==> src/rtl/mem_port_arbiter_pkg.sv <==
// Shared types and sizing for the fetch/data memory-port arbiter.
// Holds the arbiter state encoding and the starvation-counter width helper.
package mem_port_arbiter_pkg;

  typedef enum logic [1:0] {
    ST_IDLE   = 2'd0,
    ST_BUSY_I = 2'd1,
    ST_BUSY_D = 2'd2
  } arb_state_e;

  localparam int unsigned STARVE_MAX_DEF = 3;

  // Width needed to hold 0..smax; at least one bit so a zero limit still elaborates.
  function automatic int unsigned starve_cnt_w(input int unsigned smax);
    return (smax < 1) ? 1 : $clog2(smax + 1);
  endfunction

  localparam int unsigned STARVE_CNT_W = starve_cnt_w(STARVE_MAX_DEF);

endpackage

==> src/rtl/mem_arb_grant.sv <==
// Grant selection between fetch and data ports with a starvation counter.
// Data wins ties until fetch has waited through STARVE_MAX data grants.
module mem_arb_grant
  import mem_port_arbiter_pkg::*;
#(
  parameter int unsigned STARVE_MAX = STARVE_MAX_DEF
) (
  input  logic clk_i,
  input  logic rst_i,
  input  logic idle_i,
  input  logic if_elig_i,
  input  logic dm_elig_i,
  input  logic if_req_i,
  output logic grant_if_o,
  output logic grant_dm_o
);

  localparam int unsigned CNT_W = starve_cnt_w(STARVE_MAX);

  logic [CNT_W-1:0] starve_q, starve_d;
  logic             at_max;

  assign at_max = (starve_q == CNT_W'(STARVE_MAX));

  always_comb begin
    grant_if_o = 1'b0;
    grant_dm_o = 1'b0;
    if (idle_i) begin
      if (dm_elig_i && !(if_elig_i && at_max)) begin
        grant_dm_o = 1'b1;
      end else if (if_elig_i) begin
        grant_if_o = 1'b1;
      end
    end
  end

  // Only data grants made while fetch is asking count toward starvation.
  always_comb begin
    starve_d = starve_q;
    if (grant_if_o) begin
      starve_d = '0;
    end else if (grant_dm_o) begin
      if (!if_req_i) begin
        starve_d = '0;
      end else if (!at_max) begin
        starve_d = starve_q + CNT_W'(1);
      end
    end
  end

  always_ff @(posedge clk_i) begin
    if (rst_i) begin
      starve_q <= '0;
    end else begin
      starve_q <= starve_d;
    end
  end

endmodule

==> src/rtl/mem_port_arbiter.sv <==
// Arbitrates a fetch port and a data port onto one shared memory port.
// Single outstanding access; every grant is followed by at least one IDLE cycle.
module mem_port_arbiter
  import mem_port_arbiter_pkg::*;
#(
  parameter int unsigned STARVE_MAX = STARVE_MAX_DEF,
  parameter int unsigned MEM_ADDR_W = 32
) (
  input  logic                  clk_i,
  input  logic                  rst_i,
  input  logic                  if_req_i,
  input  logic [MEM_ADDR_W-1:0] if_addr_i,
  output logic [31:0]           if_rdata_o,
  output logic                  if_ack_o,
  input  logic                  dm_req_i,
  input  logic                  dm_we_i,
  input  logic [MEM_ADDR_W-1:0] dm_addr_i,
  input  logic [31:0]           dm_wdata_i,
  output logic [31:0]           dm_rdata_o,
  output logic                  dm_ack_o,
  output logic                  if_stall_o,
  output logic                  dm_stall_o,
  output logic                  mem_req_o,
  output logic                  mem_we_o,
  output logic [MEM_ADDR_W-1:0] mem_addr_o,
  output logic [31:0]           mem_wdata_o,
  input  logic [31:0]           mem_rdata_i,
  input  logic                  mem_ready_i
);

  localparam logic [MEM_ADDR_W-1:0] WORD_MASK = ~MEM_ADDR_W'(3);

  arb_state_e            state_q, state_d;
  logic                  mem_req_q, mem_req_d;
  logic                  mem_we_q, mem_we_d;
  logic [MEM_ADDR_W-1:0] mem_addr_q, mem_addr_d;
  logic [31:0]           mem_wdata_q, mem_wdata_d;
  logic [31:0]           if_rdata_q, if_rdata_d;
  logic [31:0]           dm_rdata_q, dm_rdata_d;
  logic                  if_ack_q, if_ack_d;
  logic                  dm_ack_q, dm_ack_d;
  logic                  idle, if_elig, dm_elig, grant_if, grant_dm;

  // A port is not eligible in its own ack cycle, so a held request is not re-served.
  assign idle    = (state_q == ST_IDLE);
  assign if_elig = if_req_i & ~if_ack_q;
  assign dm_elig = dm_req_i & ~dm_ack_q;

  mem_arb_grant #(
    .STARVE_MAX (STARVE_MAX)
  ) u_grant (
    .clk_i      (clk_i),
    .rst_i      (rst_i),
    .idle_i     (idle),
    .if_elig_i  (if_elig),
    .dm_elig_i  (dm_elig),
    .if_req_i   (if_req_i),
    .grant_if_o (grant_if),
    .grant_dm_o (grant_dm)
  );

  always_comb begin
    state_d     = state_q;
    mem_req_d   = mem_req_q;
    mem_we_d    = mem_we_q;
    mem_addr_d  = mem_addr_q;
    mem_wdata_d = mem_wdata_q;
    if_rdata_d  = if_rdata_q;
    dm_rdata_d  = dm_rdata_q;
    if_ack_d    = 1'b0;
    dm_ack_d    = 1'b0;
    case (state_q)
      ST_IDLE: begin
        if (grant_dm) begin
          state_d     = ST_BUSY_D;
          mem_req_d   = 1'b1;
          mem_we_d    = dm_we_i;
          mem_addr_d  = dm_addr_i & WORD_MASK;
          mem_wdata_d = dm_wdata_i;
        end else if (grant_if) begin
          state_d    = ST_BUSY_I;
          mem_req_d  = 1'b1;
          mem_we_d   = 1'b0;
          mem_addr_d = if_addr_i & WORD_MASK;
        end
      end
      ST_BUSY_I: begin
        if (mem_ready_i) begin
          state_d    = ST_IDLE;
          mem_req_d  = 1'b0;
          if_rdata_d = mem_rdata_i;
          if_ack_d   = 1'b1;
        end
      end
      ST_BUSY_D: begin
        if (mem_ready_i) begin
          state_d   = ST_IDLE;
          mem_req_d = 1'b0;
          dm_ack_d  = 1'b1;
          if (!mem_we_q) begin
            dm_rdata_d = mem_rdata_i;
          end
        end
      end
      default: state_d = ST_IDLE;
    endcase
  end

  always_ff @(posedge clk_i) begin
    if (rst_i) begin
      state_q     <= ST_IDLE;
      mem_req_q   <= 1'b0;
      mem_we_q    <= 1'b0;
      mem_addr_q  <= '0;
      mem_wdata_q <= '0;
      if_rdata_q  <= '0;
      dm_rdata_q  <= '0;
      if_ack_q    <= 1'b0;
      dm_ack_q    <= 1'b0;
    end else begin
      state_q     <= state_d;
      mem_req_q   <= mem_req_d;
      mem_we_q    <= mem_we_d;
      mem_addr_q  <= mem_addr_d;
      mem_wdata_q <= mem_wdata_d;
      if_rdata_q  <= if_rdata_d;
      dm_rdata_q  <= dm_rdata_d;
      if_ack_q    <= if_ack_d;
      dm_ack_q    <= dm_ack_d;
    end
  end

  assign if_rdata_o  = if_rdata_q;
  assign dm_rdata_o  = dm_rdata_q;
  assign if_ack_o    = if_ack_q;
  assign dm_ack_o    = dm_ack_q;
  assign if_stall_o  = if_req_i & ~if_ack_q;
  assign dm_stall_o  = dm_req_i & ~dm_ack_q;
  assign mem_req_o   = mem_req_q;
  assign mem_we_o    = mem_we_q;
  assign mem_addr_o  = mem_addr_q;
  assign mem_wdata_o = mem_wdata_q;

endmodule

==> config.mk <==
export PLATFORM = sky130hd
export DESIGN_NAME = mem_port_arbiter
export DESIGN_NICKNAME = d
export VERILOG_FILES = /design/src/rtl/mem_port_arbiter_pkg.sv /design/src/rtl/mem_arb_grant.sv /design/src/rtl/mem_port_arbiter.sv
export SDC_FILE = /design/constraint.sdc
export NUM_CORES = 1
export LEC_CHECK = 0
export BUFFER_PORTS_ARGS = -buffer_cell sky130_fd_sc_hd__buf_2
export CORE_ASPECT_RATIO = 0.6
export CORE_MARGIN = 10
export CORE_UTILIZATION = 41
export DETAILED_ROUTE_END_ITERATION = 16
export GPL_TIMING_DRIVEN = 1
export PLACE_DENSITY_LB_ADDON = 0.1
export REMOVE_ABC_BUFFERS = 1
export SLEW_MARGIN = 30
export SYNTH_ARGS = -nofsm -noshare
export SYNTH_HDL_FRONTEND = slang
export SYNTH_HIERARCHICAL = 1
export SYNTH_SLANG_ARGS = --single-unit
==> constraint.sdc <==
create_clock -name clk_i -period 1.68 [get_ports clk_i]
set_input_delay 0.084 -clock clk_i [delete_from_list [all_inputs] [get_ports clk_i]]
set_output_delay 0.084 -clock clk_i [all_outputs]
set_load 0.01 [all_outputs]
======== Yosys cells after proc, flatten, opt, wreduce, memory -nomap -nowiden ========
Cells that the tools add are included.
word-level totals
  flip-flop bits (word level) ............. 136
  output and inout port bits .............. 134
  word-level logic and storage cells ...... 61
operators by class
  add/subtract/negate cells ............... 1
  equal/unequal tests ..................... 6
  mux-type cells .......................... 20
  bitwise operators ....................... 7
  reductions and logical operators ........ 17
operators with widths
  kind                                                  number
  two-way mux 32 bit                                    2
  two-way mux 1 bit                                     11
  two-way mux 2 bit                                     5
  AND reduction 2 bit                                   5
  OR reduction 2 bit                                    4
  AND reduction 3 bit                                   2
  NOT 1 bit                                             5
  equality test 2 bit (second input constant)           2
  case mux 2 bit (2 select lines)                       1
  nonzero test 2 bit                                    2
  != test 3 x 1 -> 1 bit (second input constant)        1
  adder 2 x 1 -> 2 bit (second input constant)          1
  AND 1 bit                                             2
  equality test 2 x 1 -> 1 bit (second input constant)  1
  logical AND 1 bit                                     2
  zero test 2 bit                                       1
  != test 2 x 1 -> 1 bit (second input constant)        1
  != test 2 bit (second input constant)                 1
  case mux 1 bit (2 select lines)                       1
  zero test 1 bit                                       1

======== Longest topological paths before layout ========
  word-level depth ........................ 10
  mapped depth ............................ 10
  mapped depth without buffers ............ 7

======== Modules after synthesis ========
The synthesis kept the hierarchy.
by module, submodules not included
  module            instances  cells each  area an instance (um^2)
  mem_port_arbiter  1          594         5,126.2
  mem_arb_grant     1          18          155.1

======== Worst setup path before layout ========
OpenSTA, ideal clock, no wires.
  path kind ............................... register -> register
  start point ............................. register state_q[1]
  end point ............................... register mem_addr_q[10] (netlist: mem_addr_o[10])
  setup time .............................. 0.081 ns
  data arrival time ....................... 1.722 ns
  required time ........................... 1.599 ns
  slack ................................... -0.124 ns
  cell stages (with the launch flop) ...... 10
  clock period less this slack ............ 1.804 ns
  cell sequence ........................... dfxtp_1 > inv_1 > ha_1 > nand2_1 > a21oi_1 > o21a_1 > buf_4 > buf_4 > nor2_1 > a211oi_2
on the way
  longest elaborated chain between the ends .. 4
  elaborated cells between the ends (all ways) .. 6
ends and longest elaborated chain
  item                           line                     RTL
  start: declaration             mem_port_arbiter.sv:33   arb_state_e state_q, state_d;
  start signal: assignment       mem_port_arbiter.sv:121  state_q <= state_d;
  zero test 2 bit                mem_port_arbiter.sv:45   assign idle = (state_q == ST_IDLE);
  net idle                       mem_port_arbiter.sv:42   logic idle, if_elig, dm_elig, grant_if, grant_dm;
  two-way mux 1 bit              mem_arb_grant.sv:28      if (idle_i) begin
  net grant_if                   mem_port_arbiter.sv:42
  nonzero test 2 bit (no line)   -
  AND reduction 2 bit (no line)  -
  end signal: assignment         mem_port_arbiter.sv:124  mem_addr_q <= mem_addr_d;
  end: declaration               mem_port_arbiter.sv:36   logic [MEM_ADDR_W-1:0] mem_addr_q, mem_addr_d;
The timed path passes the listed nets, and every way through them passes these cells.
A chain may end at the register's enable or synchronous reset.

======== Final worst setup path ========
  start point ............................. register if_ack_q (netlist: if_ack_o)
  end point ............................... register mem_addr_q[8] (netlist: mem_addr_o[8])
on the way
  longest elaborated chain between the ends .. 9
  elaborated cells between the ends (all ways) .. 13
ends and longest elaborated chain
  item                           line                     RTL
  start: declaration             mem_port_arbiter.sv:40   logic if_ack_q, if_ack_d;
  start signal: assignment       mem_port_arbiter.sv:128  if_ack_q <= if_ack_d;
  NOT 1 bit *                    mem_port_arbiter.sv:46   assign if_elig = if_req_i & ~if_ack_q;
  AND 1 bit *                    mem_port_arbiter.sv:46
  logical AND 1 bit *            mem_arb_grant.sv:29      if (dm_elig_i && !(if_elig_i && at_max)) begin
  zero test 1 bit *              mem_arb_grant.sv:29
  logical AND 1 bit *            mem_arb_grant.sv:29
  two-way mux 1 bit *            mem_arb_grant.sv:29
  two-way mux 1 bit *            mem_arb_grant.sv:28
  net grant_dm                   mem_port_arbiter.sv:42
  nonzero test 2 bit (no line)   -
  AND reduction 2 bit (no line)  -
Mark *: on every way through the listed nets, which the timed path passes. The rest lies on a longest branch.

==> PnR_summary.wiki <==
{| class="wikitable"
! Metric !! Value
|-
| Run status || finished with violations
|-
| Violations in the final reports || setup timing
|-
| Global-route wire length before repair || 30.1 mm
|-
| Maximum clock skew at final layout || 0.0112 ns
|-
| Leak Pwr || 3.94 nW
|-
| Max-cap violations || 0
|-
| Synth Area in Adders || 1.18%
|-
| Mean Syn Cell Area || 8.63 sq um
|-
| Unrepaired setup endpoints after global routing || true
|-
| Fraction of the yosys area taken by sequential cells || 50.8%
|-
| Highest cell delay on the worst timing path || 0.35 ns
|-
| Sum of net half-perimeters after detailed placement || 13.1 mm
|-
| Growth of design area from synthesis to finish || 63.8%
|-
| Fmax || 588 MHz
|-
| Multiplexer share of the synthesized area || 5.88%
|-
| Die width || 167 um
|-
| Number of register bits inferred by synthesis || 134
|-
| Total number of vias || 5587
|-
| Die outline height || 108 um
|-
| Startpoint type of the worst setup path || flop
|-
| Worst hold-check path type || in2reg
|-
| Type of element capturing the critical path || flop
|-
| Power Density || 1370 nW/um^2
|-
| DR pass1 iterations || 5
|-
| GR Util All Layers || 20.2%
|-
| Ordered list of cells on the worst path || nor2b_4, a21oi_4, buf_6, o21a_4, buf_12, buf_8, buf_6, a211oi_2
|-
| Share of flip-flops with an asynchronous set or reset || 0%
|-
| Share of the synthesized netlist area taken by xor and xnor gates || 0%
|-
| Overflow left after global routing || 0
|-
| CTS Sinks || 134
|-
| Maximum fanout count along the critical path || 6
|-
| Crit path top cell by count || sky130_fd_sc_hd__buf_6
|-
| Netlist area before placement || 5280 sq um
|-
| Detailed-route wire length per cell || 17.2 um
|-
| YS warnings || 6
|-
| Simple-gate area share of the yosys netlist || 18.5%
|-
| Initial core utilization || 42.8%
|-
| Number of primary I/O pins || 268
|-
| Cell Area, Placed || 6830 sq um
|-
| Total inserted antenna cells || 0
|-
| Number of nets in the final layout || 1098
|-
| H-tree depth || 4
|-
| Post-layout worst setup margin || -0.0197 ns
|-
| Number of antenna violations at the first check in global routing || 0
|-
| Final min period || 1.70 ns
|-
| Compound-gate portion of the synthesized area || 18.2%
|-
| Main combinational cell family by area after synthesis || simple AND/OR/NAND/NOR gates
|-
| Total wire length || 19.5 mm
|-
| Vias per cell || 4.91
|-
| Post-route DRC violation count || 0
|-
| Predominant post-synthesis flop cell || sky130_fd_sc_hd__dfxtp_1
|-
| Logic depth of the worst setup path including buffers || 8
|-
| CP arrival || 2.02 ns
|-
| Standard cell core area || 12300 sq um
|-
| Dpl ws || -0.0864 ns
|-
| Number of endpoints with negative hold slack in the final report || 0
|-
| Top cell family by delay on the critical path || compound AO/OA/AOI/OAI gates
|-
| Maximum vdd ir drop || 806 uV
|-
| Port Buffers || 261
|-
| FF-to-FF path depth || 8
|-
| Site row count || 31
|-
| Count of cell types in the netlist || 28
|-
| Instance count of the mapped netlist || 612
|-
| Detail Route Antenna Nets || 0
|-
| Most frequent cell after synthesis || sky130_fd_sc_hd__nand2_1
|-
| Area enclosed by the die boundary || 18000 sq um
|-
| Sum of buffers and inverters on the critical path || 4
|-
| Cell type with the largest total area after synthesis || sky130_fd_sc_hd__dfxtp_1
|-
| Master cell of the clock root buffer || sky130_fd_sc_hd__clkbuf_16
|-
| Fraction of synthesized cell area taken by the top area cell type || 50.8%
|-
| Final RePlAce weighted congestion || 0.812
|-
| Clock latency of the later-clocked register in the worst-skew pair || 0.41 ns
|-
| Setup violations, final || 1
|-
| Reg clk slew, reported paths || 0.06 ns
|-
| Proportion of layout cells with a drive suffix above 1 || 41.2%
|-
| Design Area, Final || 8650 sq um
|-
| Synth top area cells || sky130_fd_sc_hd__dfxtp_1 (51%), sky130_fd_sc_hd__nand2_1 (14%), sky130_fd_sc_hd__a21oi_1 (9.7%)
|-
| Num CTS Buffers || 17
|-
| Crit-path slowest cell || sky130_fd_sc_hd__dfxtp_1
|-
| Drt first-iter violations || 377
|-
| Longest Clk Path Bufs || 2
|-
| Period Utilization, post-route || 101%
|-
| Total Power Consumption || 11.8 mW
|-
| Top cells by count, synth || sky130_fd_sc_hd__nand2_1 (199), sky130_fd_sc_hd__dfxtp_1 (134), sky130_fd_sc_hd__a21oi_1 (102), sky130_fd_sc_hd__nor2_1 (32)
|-
| Number of global-route vias before repair || 5879
|-
| Clock tree from TritonCTS || done
|-
| Number of cells on the worst hold path || 3
|-
| Number of slew-limit violations in the final report || 0
|-
| Required @ worst endpoint || 2.00 ns
|-
| Maximum number of pins on one net before global-route repair || 44
|-
| Count of flip-flops with a built-in enable after synthesis || 0
|-
| Path type of the worst setup path || reg2reg
|-
| Utilization after layout || 70.1%
|}
-- metrics by stage --
stage / instances / TNS (ns) / hold WS, ns
2_1_floorplan: 564 / -212.63 / 0.149
3_3_place_gp: 1015 / 0 / 0.326
3_5_place_dp: 1015 / -1.07 / 0.331
4_1_cts: 1121 / 0 / 0.0361
5_1_grt: 1137 / -0.485 / 0.0492
6_report: 1137 / -0.0197 / 0.0272
-- layout by cell type (no fill, tap or decap), types with 11 or more instances in the layout --
cell and instances:
sky130_fd_sc_hd__clkbuf_16 19, sky130_fd_sc_hd__buf_2 259, sky130_fd_sc_hd__dfxtp_1 132, sky130_fd_sc_hd__a211oi_2 31
sky130_fd_sc_hd__buf_4 26, sky130_fd_sc_hd__a21oi_1 98, sky130_fd_sc_hd__nand2_1 197, sky130_fd_sc_hd__buf_12 11
sky130_fd_sc_hd__nor2_1 26, sky130_fd_sc_hd__dlygate4sd3_1 66, sky130_fd_sc_hd__mux2i_1 25
-- flip-flops by register name, summed over array words and instances, names as in the netlist --
name              flops
mem_wdata_o          32
state_q               2
u_grant/starve_q      2
mem_we_o              1
if_ack_o              1
if_rdata_o           32
dm_ack_o              1
mem_req_o             1
dm_rdata_o           32
mem_addr_o           30
-- power by group --
group	internal (mW)	switching, mW	total, mW
logic	1.78	1.88	3.66
clock network	2.85	1.45	4.30
registers	3.62	0.242	3.86
total	8.25	3.57	11.8
-- repair_timing --
| action | in CTS | in global routing |
|---|---|---|
| pin swaps | 1 | 21 |
| gates cloned | 3 | 3 |
| hold buffers | 67 | 0 |
| hold endpoints to repair | 100 | 0 |
| buffers inserted | 4 | 15 |
| gates resized for setup | 13 | 43 |
| endpoints found under the setup margin | 30 | 55 |
-- layout make-up --
cell class | instances | area, sq um
inverters | 4 | 15.0
clock buffers | 19 | 443
well taps | 165 | 206
fillers | 942 | 3690
flip-flops and latches | 134 | 2690
multi-input cells | 426 | 2460
clock inverters | 13 | 243
repair buffers | 376 | 2600
-- tightest hold or removal path: stages --
cell,delay (ns)
sky130_fd_sc_hd__buf_2,0.07
sky130_fd_sc_hd__mux2i_1,0.07
sky130_fd_sc_hd__a211oi_2,0.16
-- metal layers --
layer	vias to the layer above	routed length, um	track usage, %
li1	2719	-	-
met1	2640	7860	22.2
met2	213	9730	35.7
met3	15	1790	8.21
met4	0	155	5.68
met5	-	0	0
-- worst paths after layout --
path / startpoint / slack, ns / endpoint
setup / recovery: if_ack_o / -0.02 / mem_addr_o[8]
hold / removal: if_addr_i[4] / 0.03 / mem_addr_o[4]
setup reg to reg: if_ack_o / -0.02 / mem_addr_o[8]
hold reg to reg: if_rdata_o[3] / 0.45 / if_rdata_o[3]
-- cell families after synthesis --
group	Yosys count
multiplexers	31
AO/OA/AOI/OAI	141
AND/OR/NAND/NOR	247
adder cells (fa/ha/maj)	5
other	1
flip-flops	134
buffers and inverters	53
Power figures use the tool's default switching activity.
